[src/rtl/if_fetch_stage_pkg.sv]
// Shared definitions for the instruction-fetch stage: word width, default
// PC increment, fetch FSM state encoding and the PC increment helper.
package if_fetch_stage_pkg;

  localparam int WORD_W = 32;

  localparam logic [WORD_W-1:0] PC_INC_DEFAULT = 32'd4;

  // S_REQ  : requesting a fetch at pc
  // S_WAIT : one request granted, waiting for its response
  // S_HOLD : response parked in the hold buffer while decode is frozen
  // S_DRAIN: a flushed request is still in flight; its response is dropped
  typedef enum logic [1:0] {
    S_REQ   = 2'd0,
    S_WAIT  = 2'd1,
    S_HOLD  = 2'd2,
    S_DRAIN = 2'd3
  } fetch_state_e;

  // Sequential address step; wraps naturally mod 2^32.
  function automatic logic [WORD_W-1:0] next_pc(input logic [WORD_W-1:0] pc,
                                                input logic [WORD_W-1:0] inc);
    return pc + inc;
  endfunction

endpackage

[src/rtl/if_hold_buffer.sv]
// One-entry parking register for a fetch response that arrived while decode
// was frozen. Clear wins over load, load wins over pop.
module if_hold_buffer
  import if_fetch_stage_pkg::*;
(
  input  logic              clk,
  input  logic              rst_n,
  input  logic              load,
  input  logic              clear,
  input  logic              pop,
  input  logic [WORD_W-1:0] load_addr,
  input  logic [WORD_W-1:0] load_data,
  output logic [WORD_W-1:0] addr,
  output logic [WORD_W-1:0] data,
  output logic              full
);

  // Capture a parked response, or empty the entry on clear/pop.
  always_ff @(posedge clk or negedge rst_n) begin
    if (!rst_n) begin
      full <= 1'b0;
      addr <= '0;
      data <= '0;
    end else if (clear) begin
      full <= 1'b0;
    end else if (load) begin
      full <= 1'b1;
      addr <= load_addr;
      data <= load_data;
    end else if (pop) begin
      full <= 1'b0;
    end
  end

endmodule

[src/rtl/if_fetch_stage.sv]
// Instruction-fetch stage merged with the IF/ID register. Keeps the fetch PC,
// talks to instruction memory with one request outstanding at a time, and
// presents {PC+PC_INC, instruction, valid} to decode. Freeze holds the
// outputs; a taken branch flushes and redirects fetch.
//
// Memory handshake: imem_req/imem_addr are a request that is accepted in any
// cycle where imem_req && imem_gnt; imem_gnt is meaningless while imem_req=0.
// The response for an accepted request is a single imem_rvalid pulse with
// imem_rdata, at least one cycle after the accepting cycle.
module if_fetch_stage
  import if_fetch_stage_pkg::*;
#(
  parameter logic [WORD_W-1:0] RESET_PC = 32'h0000_0000,
  parameter logic [WORD_W-1:0] PC_INC   = PC_INC_DEFAULT
) (
  input  logic              clk,
  input  logic              rst,
  input  logic              freeze,
  input  logic              branch_taken,
  input  logic [WORD_W-1:0] branch_addr,
  output logic              imem_req,
  output logic [WORD_W-1:0] imem_addr,
  input  logic              imem_gnt,
  input  logic              imem_rvalid,
  input  logic [WORD_W-1:0] imem_rdata,
  output logic [WORD_W-1:0] PC,
  output logic [WORD_W-1:0] instruction,
  output logic              valid,
  output logic [1:0]        dbg_state
);

  fetch_state_e      state_q, state_d;
  logic [WORD_W-1:0] pc_q, pc_d;
  logic [WORD_W-1:0] req_addr_q, req_addr_d;
  logic              adv;
  logic              deliver_wait;
  logic              deliver_hold;
  logic              hold_load;
  logic              hold_pop;
  logic              hold_clear;
  logic [WORD_W-1:0] hold_addr;
  logic [WORD_W-1:0] hold_data;
  logic              hold_full;

  assign adv       = !freeze;
  assign imem_addr = pc_q;
  assign dbg_state = state_q;

  if_hold_buffer u_hold (
    .clk       (clk),
    .rst_n     (rst),
    .load      (hold_load),
    .clear     (hold_clear),
    .pop       (hold_pop),
    .load_addr (req_addr_q),
    .load_data (imem_rdata),
    .addr      (hold_addr),
    .data      (hold_data),
    .full      (hold_full)
  );

  // FSM, fetch PC and request address registers.
  always_ff @(posedge clk or negedge rst) begin
    if (!rst) begin
      state_q    <= S_REQ;
      pc_q       <= RESET_PC;
      req_addr_q <= RESET_PC;
    end else begin
      state_q    <= state_d;
      pc_q       <= pc_d;
      req_addr_q <= req_addr_d;
    end
  end

  // Next-state, request and delivery decisions; branch always wins.
  always_comb begin
    state_d      = state_q;
    pc_d         = pc_q;
    req_addr_d   = req_addr_q;
    imem_req     = 1'b0;
    deliver_wait = 1'b0;
    deliver_hold = 1'b0;
    hold_load    = 1'b0;
    hold_pop     = 1'b0;
    hold_clear   = branch_taken;
    case (state_q)
      S_REQ: begin
        if (branch_taken) begin
          pc_d = branch_addr;
        end else begin
          imem_req = 1'b1;
          if (imem_gnt) begin
            pc_d       = next_pc(pc_q, PC_INC);
            req_addr_d = pc_q;
            state_d    = S_WAIT;
          end
        end
      end
      S_WAIT: begin
        if (branch_taken) begin
          pc_d    = branch_addr;
          // A response arriving now closes the request; otherwise drain it.
          state_d = imem_rvalid ? S_REQ : S_DRAIN;
        end else if (imem_rvalid) begin
          if (adv) begin
            deliver_wait = 1'b1;
            imem_req     = 1'b1;
            if (imem_gnt) begin
              pc_d       = next_pc(pc_q, PC_INC);
              req_addr_d = pc_q;
              state_d    = S_WAIT;
            end else begin
              state_d = S_REQ;
            end
          end else begin
            hold_load = 1'b1;
            state_d   = S_HOLD;
          end
        end
      end
      S_HOLD: begin
        if (branch_taken) begin
          pc_d    = branch_addr;
          state_d = S_REQ;
        end else if (adv) begin
          deliver_hold = hold_full;
          hold_pop     = 1'b1;
          state_d      = S_REQ;
        end
      end
      S_DRAIN: begin
        if (branch_taken) begin
          pc_d = branch_addr;
          if (imem_rvalid) begin
            state_d = S_REQ;
          end
        end else if (imem_rvalid) begin
          state_d = S_REQ;
        end
      end
      default: begin
        state_d = S_REQ;
      end
    endcase
  end

  // IF/ID output register: flush, deliver, bubble, or hold under freeze.
  always_ff @(posedge clk or negedge rst) begin
    if (!rst) begin
      PC          <= '0;
      instruction <= '0;
      valid       <= 1'b0;
    end else if (branch_taken) begin
      instruction <= '0;
      valid       <= 1'b0;
    end else if (deliver_wait) begin
      PC          <= next_pc(req_addr_q, PC_INC);
      instruction <= imem_rdata;
      valid       <= 1'b1;
    end else if (deliver_hold) begin
      PC          <= next_pc(hold_addr, PC_INC);
      instruction <= hold_data;
      valid       <= 1'b1;
    end else if (adv) begin
      valid <= 1'b0;
    end
  end

endmodule
[config.mk]
export PLATFORM = sky130hd
export DESIGN_NAME = if_fetch_stage
export DESIGN_NICKNAME = d
export VERILOG_FILES = /design/src/rtl/if_fetch_stage_pkg.sv /design/src/rtl/if_hold_buffer.sv /design/src/rtl/if_fetch_stage.sv
export SDC_FILE = /design/constraint.sdc
export NUM_CORES = 1
export LEC_CHECK = 0
export BUFFER_PORTS_ARGS = -buffer_cell sky130_fd_sc_hd__buf_2
export CORE_MARGIN = 10
export CORE_UTILIZATION = 61
export DETAILED_ROUTE_END_ITERATION = 10
export PLACE_DENSITY_LB_ADDON = 0.15
export SYNTH_ARGS = -nofsm -noshare
export SYNTH_HDL_FRONTEND = slang
export SYNTH_SLANG_ARGS = --single-unit
[constraint.sdc]
create_clock -name clk -period 6.4 [get_ports clk]
set_input_delay 0.64 -clock clk [delete_from_list [all_inputs] [get_ports clk]]
set_output_delay 0.64 -clock clk [all_outputs]
set_load 0.01 [all_outputs]
==> results of run 1 <==
## power groups by stage
stage	logic, uW	clock network [uW]	registers, uW
floorplan	740	0	1980
global route	1280	1110	2100
global placement	1120	0	2020
finish	1160	1030	2040
detailed placement	1150	0	2050
CTS	1160	1040	2030
## placed cells by master, fill, tap and decap left out, types with 7 or more instances in the layout
cell type and instances:
mux2i_1 59, nand3_1 28, buf_2 168, nor3_1 12, a31oi_1 8, buf_4 8
nand4_1 24, dfrtp_1 196, a21oi_1 50, nand3b_1 35, o21ai_0 72, o22ai_1 11
mux2_2 101, nand2_1 88, o21ai_1 17, inv_1 7, xor2_1 20, and3_1 16
xnor2_1 9, clkbuf_16 17, nor2_1 28
## cell families (layout without fill, tap and decap cells)
group / after synthesis / after routing / share of synthesized area (%)
compound gates: 197 / 197 / 12.05
xor+xnor: 29 / 29 / 2.536
fa+ha+maj: 2 / 2 / 0.2498
buf+inv: 67 / 217 / 3.472
flops: 196 / 196 / 48.96
mux: 162 / 162 / 17.51
simple gates: 269 / 269 / 15.21
## layout make-up
type / instances / area (um^2)
fill: 1215 / 4517
clock buffer: 26 / 499.2
timing repair buffer: 177 / 914.6
tap: 216 / 270.3
sequential: 196 / 4905
clock inverter: 6 / 67.56
multi-input combinational: 659 / 4797
inverter: 8 / 30.03
## registers in the layout, summed over array words and instances, names as in the netlist
name,count
PC,32
imem_addr,32
instruction,32
req_addr_q,32
u_hold.addr,32
u_hold.data,32
dbg_state,2
u_hold.full,1
valid,1
## metrics by stage
stage | power [uW] | hold slack [ns] | area [um^2]
after floorplan | 2719 | 0.3444 | 10020
after global placement | 3141 | 0.4586 | 10920
after detailed placement | 3199 | 0.4671 | 10920
after CTS | 4237 | 0.1803 | 11480
after global routing | 4481 | 0.1965 | 11480
final | 4218 | 0.1641 | 11480
## metal layers
metal | track usage [%] | wire length [um] | part of all wire, %
met5 | 0 | 0 | 0
met1 | 32.21 | 11570 | 47
met4 | 6.194 | 316 | 1.3
met3 | 6.220 | 1908 | 7.7
met2 | 33.35 | 10890 | 44
## synthesized netlist by cell type (4+ instances only)
master    number  area [um^2]
nand4_1       24        150.1
inv_1          7        26.28
clkbuf_1      27        101.4
buf_6          5        56.30
o21ai_0       72        360.4
nor4_2         4        50.05
buf_4         11        82.58
mux2_2       101         1137
o22ai_1       11        68.82
nand3b_1      35        262.8
dfrtp_1      196         4905
nor2_1        29        108.9
buf_2         14        70.07
and3_1        16        100.1
nor4_1         5        31.28
xnor2_1        9        78.83
nand3_1       28        140.1
a31oi_1        9        56.30
a21oi_1       50        250.2
xor2_1        20        175.2
mux2i_1       59        590.6
nor3_1        12        60.06
nand2_1       89        334.1
o21ai_1       17        85.08
## worst reg2reg max path, delay by kind of cell, from the launching register on
family | cells | cell delay (ns)
adder cells (fa/ha/maj) | 1 | 0.42
AND/OR/NAND/NOR | 7 | 1.92
AO/OA/AOI/OAI | 2 | 0.19
flip-flops | 1 | 0.59
XOR/XNOR | 1 | 0.18
## final timing paths
path                              endpoint  slack (ns)
max                                 PC[30]        2.64
min                                  PC[3]        0.16
max reg2reg                         PC[30]        2.94
min reg2reg                          PC[7]        0.47
max in group asynchronous  u_hold.addr[26]        4.90
min in group clk              imem_addr[0]        0.43
==> results.py, run 1 <==
metrics = {
    "run_status": {
        "status": "finished, final reports clean",
    },
    "pwr": {
        "intPower_uw": 2766,
        "switchingPower_uw": 1452,
        "ir_drop_uv": 224.3,
        "powerDensity_nw_per_um2": 367.3,
        "leakage_uw": 0.005301,
        "p_comb_share_pct": 27.4,
        "p_seq_share_pct": 48.3,
        "switching_share_pct": 34.42,
        "clockPowerShare_pct": 24.4,
    },
    "route": {
        "avgRoutedWirePerCell_um": 19.16,
        "drt_iter0_markers": 511,
        "drtPass1Iterations": 5,
        "postRouteAntennaNets": 0,
        "wl_um": 24680,
        "drcViolationCount": 0,
        "num_vias": 7814,
        "viasPerCell": 6.067,
    },
    "timing": {
        "tightest_slew_ns": 1.045,
        "post-route-period-util_pct": 58.77,
        "fmax_mhz": 265.9,
        "setup_tns_ns": 0,
        "finalCriticalPeriod_ns": 3.761,
        "skew_ns": 0.008916,
        "setup_viol": 0,
        "finalHoldViolCount": 0,
        "drv_slew": 0,
        "setup_ws_ns": 2.639,
        "slew_headroom_pct": 30.18,
        "rsz0062_at_grt": "no",
    },
    "clock_network": {
        "cts_buffers": 17,
        "cts_resized": 0,
        "cts_hold_buffers": 0,
        "clk_pin_slew_ns": 0.06,
        "clock_sinks": 196,
        "clockRootBuffer": "clkbuf_16",
        "cts_tree": "done",
        "max-clock-path-buffers": 2,
        "clk_latency_ns": 0.44,
        "cts_max_level": 4,
        "cts_setup_buffers": 0,
    },
    "critical_path": {
        "crit_cells": 12,
        "critPathCaptureType": "register",
        "cp.arrival_ns": 4.05,
        "cp_slowest_cell": "nand2_4",
        "cpMostUsedCell": "nand2_1",
        "slowest_delay_ns": 0.69,
        "critPathTopFamily": "simple AND/OR/NAND/NOR gates",
        "critPathLaunch": "branch_taken",
        "path_buf_inv": 1,
        "path_cells": "buf_2, and4bb_4, nand2_4, nand2_1, nand2_1, ha_1, nand3_1, nor3_4, a32oi_4, nor4_2, xor2_1, o21ai_1",
        "crit_required_ns": 6.69,
        "worstSetupPathType": "in2reg",
        "startpoint_type": "input pin",
        "crit_path_max_fanout": 61,
        "r2r_start": "dbg_state[1]",
        "reg2reg_depth": 11,
    },
    "global_route": {
        "grt_pass1_wl_um": 40690,
        "grt_overflow": 0,
        "antenna_found_initial": 0,
        "grtUsageTotal_pct": 22.68,
        "grt_max_degree": 87,
        "first_global_vias": 7831,
    },
    "synth": {
        "ys_seq_area_share_pct": 48.96,
        "syn-cell-area_um2": 10020,
        "synth_edf_count": 0,
        "synthFlopType": "dfrtp_1",
        "synthArstFlopShare_pct": 100.0,
        "ys.warnings.count": 0,
        "syn_avg_cell_area_um2": 10.86,
        "synth_nets": 994,
        "synth-seq-cells": 196,
        "netlist_instances": 922,
        "ys_types": 75,
    },
    "die": {
        "rows": 46,
        "initial_core_util_pct": 62.61,
        "die-area_um2": 21950,
        "core-area_um2": 16000,
        "io_pins": 170,
        "die_w_um": 148.1,
        "die_y_um": 148.1,
    },
    "placement": {
        "routabilityCongestion": 0.9017,
        "dp.cells": 1256,
        "io_buffers": 169,
        "place_ws_ns": 2.166,
        "dp_hpwl_um": 17360,
    },
    "layout": {
        "antennaDiodeCount": 0,
        "fin_cells": 1288,
        "fin_util_pct": 71.77,
        "drive_above_1_share_pct": 31.62,
        "final_nets": 1131,
        "area_growth_pct": 14.64,
    },
    "hold_path": {
        "hold_path_class": "in2async",
    },
    "flow_run": {
        "drv_cap": 0,
    },
}
No activity file was read; power rests on OpenSTA's default activity.
==> run 2, diff against run 1 <==
--- a/config.mk
+++ b/config.mk
@@ -5,9 +5,10 @@
 export SDC_FILE = /design/constraint.sdc
 export NUM_CORES = 1
 export LEC_CHECK = 0
+export ABC_AREA = 1
 export BUFFER_PORTS_ARGS = -buffer_cell sky130_fd_sc_hd__buf_2
 export CORE_MARGIN = 10
-export CORE_UTILIZATION = 61
+export CORE_UTILIZATION = 57
 export DETAILED_ROUTE_END_ITERATION = 10
 export PLACE_DENSITY_LB_ADDON = 0.15
 export SYNTH_ARGS = -nofsm -noshare
==> constraint.sdc (replaced) <==
create_clock -name clk -period 3.69 [get_ports clk]
set_input_delay 0.369 -clock clk [delete_from_list [all_inputs] [get_ports clk]]
set_output_delay 0.369 -clock clk [all_outputs]
set_load 0.01 [all_outputs]
==> run 2 against run 1 <==
Effect of this change: core utilization shrank 5.1 points; design area about the same; count of clock-buffer cells in the layout fell by 5; combinational power rose to 2.7 times the previous value; sequential cell count did not move; die area up 5.9%; via count grew 12%; critical path depth shrank 5; clock skew grew 0.0015 ns; register-to-register slack got worse by 2.0 ns; critical path type is now reg2out; highest routed layer unchanged.
==> results.py, run 2 <==
metrics = {
    "timing": {
        "setup_tns_ns": 0,
        "fmax_mhz": 362.2,
        "drv_slew": 0,
        "slew_headroom_pct": 26.94,
        "finalHoldViolCount": 0,
        "post-route-period-util_pct": 74.83,
        "finalCriticalPeriod_ns": 2.761,
        "tightest_slew_ns": 1.089,
        "rsz0062_at_grt": "no",
        "skew_ns": 0.01038,
        "setup_viol": 0,
    },
    "clock_network": {
        "cts_buffers": 17,
        "clockRootBuffer": "clkbuf_16",
        "clock_sinks": 196,
        "max-clock-path-buffers": 2,
        "clk_pin_slew_ns": 0.07,
        "cts_max_level": 4,
        "cts_tree": "done",
        "clk_latency_ns": 0.44,
        "cts_resized": 0,
    },
    "layout": {
        "layout_common_cells": "nand2_1, dfrtp_1, buf_2",
        "fin_util_pct": 66.69,
        "area_growth_pct": 14.95,
        "final_common_cell": "nand2_1",
        "drive_above_1_share_pct": 20.62,
        "fin_cells": 1617,
        "nFillCells": 1549,
        "final_nets": 1453,
        "antennaDiodeCount": 0,
    },
    "pwr": {
        "powerDensity_nw_per_um2": 745.4,
        "switching_share_pct": 40.10,
        "leakage_uw": 0.005871,
        "ir_drop_uv": 436.3,
        "switchingPower_uw": 3436,
        "clockPowerShare_pct": 21.0,
        "p_seq_share_pct": 42.9,
        "intPower_uw": 5132,
        "p_comb_share_pct": 36.2,
    },
    "critical_path": {
        "crit_required_ns": 3.32,
        "crit_path_max_fanout": 56,
        "worstSetupPathType": "reg2out",
        "critPathCaptureType": "primary output",
        "cp.arrival_ns": 2.39,
        "startpoint_type": "register",
    },
    "die": {
        "initial_core_util_pct": 58.01,
        "io_pins": 170,
        "core-area_um2": 17240,
        "die_y_um": 152.5,
        "die-area_um2": 23240,
        "rows": 48,
        "die_w_um": 152.5,
    },
    "synth": {
        "ys_seq_area_share_pct": 49.05,
        "synthFlopType": "dfrtp_1",
        "synth_nets": 1318,
        "ys_types": 44,
        "synthArstFlopShare_pct": 100.0,
        "synthAdderAreaFrac_pct": 0.2503,
        "synthTopCellsByArea": "dfrtp_1, nand2_1, o21ai_0",
        "muxShareOfSynthArea_pct": 2.590,
        "synth_edf_count": 0,
        "synth_most_common_cell": "nand2_1",
        "yosys.area.top_type": "dfrtp_1",
        "syn-cell-area_um2": 10000,
        "synth_top_area_share_pct": 49.05,
        "syn_avg_cell_area_um2": 8.025,
        "ys.warnings.count": 0,
        "synth_top_family_by_area": "simple AND/OR/NAND/NOR gates",
        "synth_common_cells": "nand2_1, dfrtp_1, o21ai_0, inv_1, nor2_1",
        "synthSimpleGateAreaFrac_pct": 26.78,
        "synthXorXnorAreaFrac_pct": 0.8759,
        "synth-seq-cells": 196,
        "synth_compound_area_share_pct": 12.90,
        "netlist_instances": 1246,
    },
    "global_route": {
        "antenna_found_initial": 0,
        "first_global_vias": 8278,
        "grt_pass1_wl_um": 42390,
        "grt_max_degree": 102,
        "grtUsageTotal_pct": 21.54,
        "grt_overflow": 0,
    },
    "route": {
        "postRouteAntennaNets": 0,
        "drcViolationCount": 0,
        "drtPass1Iterations": 5,
        "wl_um": 25310,
        "drt_iter0_markers": 549,
        "avgRoutedWirePerCell_um": 15.65,
        "num_vias": 8733,
        "viasPerCell": 5.401,
    },
    "flow_run": {
        "drv_cap": 0,
    },
    "hold_path": {
        "hold_path_class": "in2reg",
    },
    "placement": {
        "routabilityCongestion": 0.9046,
        "io_buffers": 169,
        "dp_hpwl_um": 17910,
        "dp.cells": 1586,
    },
    "run_status": {
        "status": "finished, final reports clean",
    },
}
[run 2: repair_timing]
item | 4_1_cts | 5_1_grt
hold endpoints to repair | 53 | 0
hold buffers | 1 | 0
buffers inserted | 0 | 0
[run 2: logic make-up (layout without fill, tap and decap cells)]
logic type	count (synthesis)	after routing
AND/OR/NAND/NOR	597	597
AO/OA/AOI/OAI	241	241
flip-flops	196	196
buffers and inverters	177	323
multiplexers	23	23
XOR/XNOR	10	10
adder cells (fa/ha/maj)	2	2
[run 2: power groups by stage]
stage	logic [uW]	clock network, uW	registers, uW
finish	3100	1800	3670
global route	3560	1930	3800
CTS	3140	1830	3670
detailed placement	3110	0	3700
global placement	3010	0	3670
floorplan	2000	0	3690
[run 2: through the flow]
stage | instance area (um^2) | power (uW) | hold slack [ns] | setup slack [ns]
6_report | 11490 | 8568 | 0.1761 | 0.9289
3_5_place_dp | 10920 | 6802 | 0.3655 | 0.8560
2_1_floorplan | 10000 | 5691 | 0.07341 | 1.597
4_1_cts | 11490 | 8630 | 0.1615 | 0.9218
5_1_grt | 11490 | 9286 | 0.1908 | 0.7145
3_3_place_gp | 10920 | 6677 | 0.3651 | 0.9186
[run 2: path summary, 6_finish.rpt]
check / slack, ns / startpoint / cells after the start / end
max: 0.93 / dbg_state[0] / 7 / imem_req
min: 0.18 / branch_addr[0] / 3 / imem_addr[0]
max reg2reg: 0.98 / dbg_state[1] / 7 / imem_addr[29]
min reg2reg: 0.47 / PC[23] / 2 / PC[23]
max in group asynchronous: 2.33 / rst / 3 / req_addr_q[3]
min in group asynchronous: 0.46 / rst / 2 / instruction[8]
[run 2: worst max-delay path, cell delays in order, from the launching register on]
cell and delay, ns:
dfrtp_1 0.43, inv_2 0.13, nor2_4 0.04, buf_4 0.24, nand3_4 0.22, buf_4 0.50
o21ai_0 0.19, buf_2 0.18
[run 2: cell type report]
cell class / count / area (um^2) / share of cell area, %
repair buffers: 183 / 974.7 / 8.479
clock inverters: 9 / 96.34 / 0.8381
well taps: 225 / 281.5 / 2.449
inverters: 110 / 412.9 / 3.592
multi-input cells: 873 / 4354 / 37.88
flip-flops and latches: 196 / 4905 / 42.67
clock buffers: 21 / 470.5 / 4.093
[run 2: routing by layer]
| layer | GRT usage (%) | share of wire (%) | vias up |
|---|---|---|---|
| li1 | - | - | 4370 |
| met4 | 5.132 | 0.98 | 0 |
| met2 | 32.36 | 45 | 248 |
| met3 | 4.544 | 5.8 | 19 |
| met1 | 31.17 | 48 | 4096 |
| met5 | 0 | 0 | - |
==> run 3, diff against run 2 <==
==> constraint.sdc (replaced) <==
create_clock -name clk -period 2.7 [get_ports clk]
set_input_delay 0.27 -clock clk [delete_from_list [all_inputs] [get_ports clk]]
set_output_delay 0.27 -clock clk [all_outputs]
set_load 0.01 [all_outputs]
==> run 3 against run 2 <==
Effect of this change: total power grew 37%; sequential power grew 37%; critical endpoint unchanged; largest power group unchanged; clock skew shrank 0.00082 ns; wire length grew 0.36%; global-route usage grew 0.10 points; sequential cell count is the same; largest cell class unchanged.
==> results.py, run 3 (synthesized netlist as in run 2, its figures left out) <==
metrics = {
    "timing": {
        "slew_headroom_pct": 63.95,
        "tightest_slew_ns": 0.5401,
        "setup_tns_ns": 0,
        "fmax_mhz": 419.7,
        "setup_viol": 0,
        "finalCriticalPeriod_ns": 2.382,
        "drv_slew": 0,
        "skew_ns": 0.009558,
        "rsz0062_at_grt": "no",
        "post-route-period-util_pct": 88.24,
        "finalHoldViolCount": 0,
    },
    "clock_network": {
        "max-clock-path-buffers": 2,
        "clk_pin_slew_ns": 0.08,
        "clk_latency_ns": 0.44,
        "clockRootBuffer": "clkbuf_16",
        "cts_max_level": 4,
        "clock_sinks": 196,
        "cts_buffers": 17,
        "cts_tree": "done",
        "cts_resized": 0,
    },
    "global_route": {
        "globalRouteMet3Util_pct": 5.052,
        "first_global_vias": 8337,
        "grt_max_degree": 72,
        "antenna_found_initial": 0,
        "grt_pass1_wl_um": 42570,
        "grt-busiest-layer": "met2",
        "met2_usage_pct": 32.84,
        "grtUsageTotal_pct": 21.64,
        "grt_overflow": 0,
        "grtUsageMet1_pct": 30.93,
    },
    "layout": {
        "stdcell_area_um2": 11580,
        "layout_common_cells": "nand2_1, dfrtp_1, buf_2",
        "antennaDiodeCount": 0,
        "drive_above_1_share_pct": 21.06,
        "area_growth_pct": 15.84,
        "final_common_cell": "nand2_1",
        "final_nets": 1461,
    },
    "placement": {
        "routabilityCongestion": 0.9500,
        "io_buffers": 169,
        "dp_hpwl_um": 18220,
        "dpl_cell_area_um2": 11000,
    },
    "critical_path": {
        "startpoint_type": "register",
        "cp.arrival_ns": 2.11,
        "crit_path_max_fanout": 25,
        "slowest_delay_ns": 0.42,
        "crit_required_ns": 2.43,
        "path_cells": "inv_2, nor2_4, nand3_4, buf_4, buf_4, o21ai_0, buf_2",
        "critPathCaptureType": "primary output",
        "cp_slowest_cell": "dfrtp_1",
        "reg2reg_slack_ns": 0.36,
        "cpMostUsedCell": "buf_4",
        "reg2reg_depth": 12,
        "worstSetupPathType": "reg2out",
    },
    "route": {
        "drcViolationCount": 0,
        "viasPerCell": 5.370,
        "num_vias": 8731,
        "drtPass1Iterations": 7,
        "drt_iter0_markers": 606,
        "avgRoutedWirePerCell_um": 15.62,
        "wl_um": 25410,
        "postRouteAntennaNets": 0,
    },
    "die": {
        "core-area_um2": 17240,
        "die_w_um": 152.5,
        "die_y_um": 152.5,
        "io_pins": 170,
        "die-area_um2": 23240,
        "initial_core_util_pct": 58.01,
        "rows": 48,
    },
    "pwr": {
        "leakage_uw": 0.005918,
        "ir_drop_uv": 601.3,
        "powerDensity_nw_per_um2": 1016,
    },
    "flow_run": {
        "drv_cap": 0,
    },
    "run_status": {
        "status": "finished, final reports clean",
    },
    "hold_path": {
        "hold_path_class": "in2reg",
        "min_path_cells": 3,
    },
}
## run 3: path summary, 6_finish.rpt
path | startpoint | endpoint
max | dbg_state[0] | imem_req
min | branch_addr[1] | imem_addr[1]
max reg2reg | dbg_state[1] | PC[28]
min reg2reg | u_hold.addr[25] | u_hold.addr[25]
max in group asynchronous | rst | req_addr_q[12]
min in group asynchronous | rst | instruction[8]
## run 3: cell type report
class	count	area, um^2
clock buffer	20	446.7
clock inverter	11	123.9
fill	1481	5653
inverter	110	412.9
multi-input combinational	873	4354
sequential	196	4905
tap	225	281.5
timing repair buffer	191	1060
## run 3: metrics by stage
stage	hold WS [ns]	setup slack (ns)	util [%]	cells	total power (uW)
finish	0.03130	0.3175	67.20	1626	11770
global route	0.03716	0.1103	67.20	1626	12730
CTS	0.02761	0.2945	67.20	1626	11830
detailed placement	0.2976	0.3949	63.84	1594	9329
global placement	0.3025	0.4168	63.84	1594	9143
floorplan	-0.02559	0.6073	-	1246	7778
## run 3: metal layers
metal  routed length, um  vias to the layer above
met5                   0                        -
met4                 311                        0
met3                1521                       26
met2               11480                      266
met1               12090                     4053
li1                    -                     4386
## run 3: repair_timing
item	CTS	global route
setup buffers	0	0
endpoints found under the setup margin	0	0
hold buffers	1	0
hold endpoints to repair	61	0
## run 3: worst max-delay path: cells and delay by family (launching register included)
kind	cells	cell delay, ns
simple gates	2	0.20
buf+inv	4	0.89
flops	1	0.42
compound gates	1	0.16
## run 3: report_power, final
part	switching (uW)	internal, uW	total (uW)
combinational	2690	1590	4270
clock	1160	1320	2470
sequential	922	4100	5020
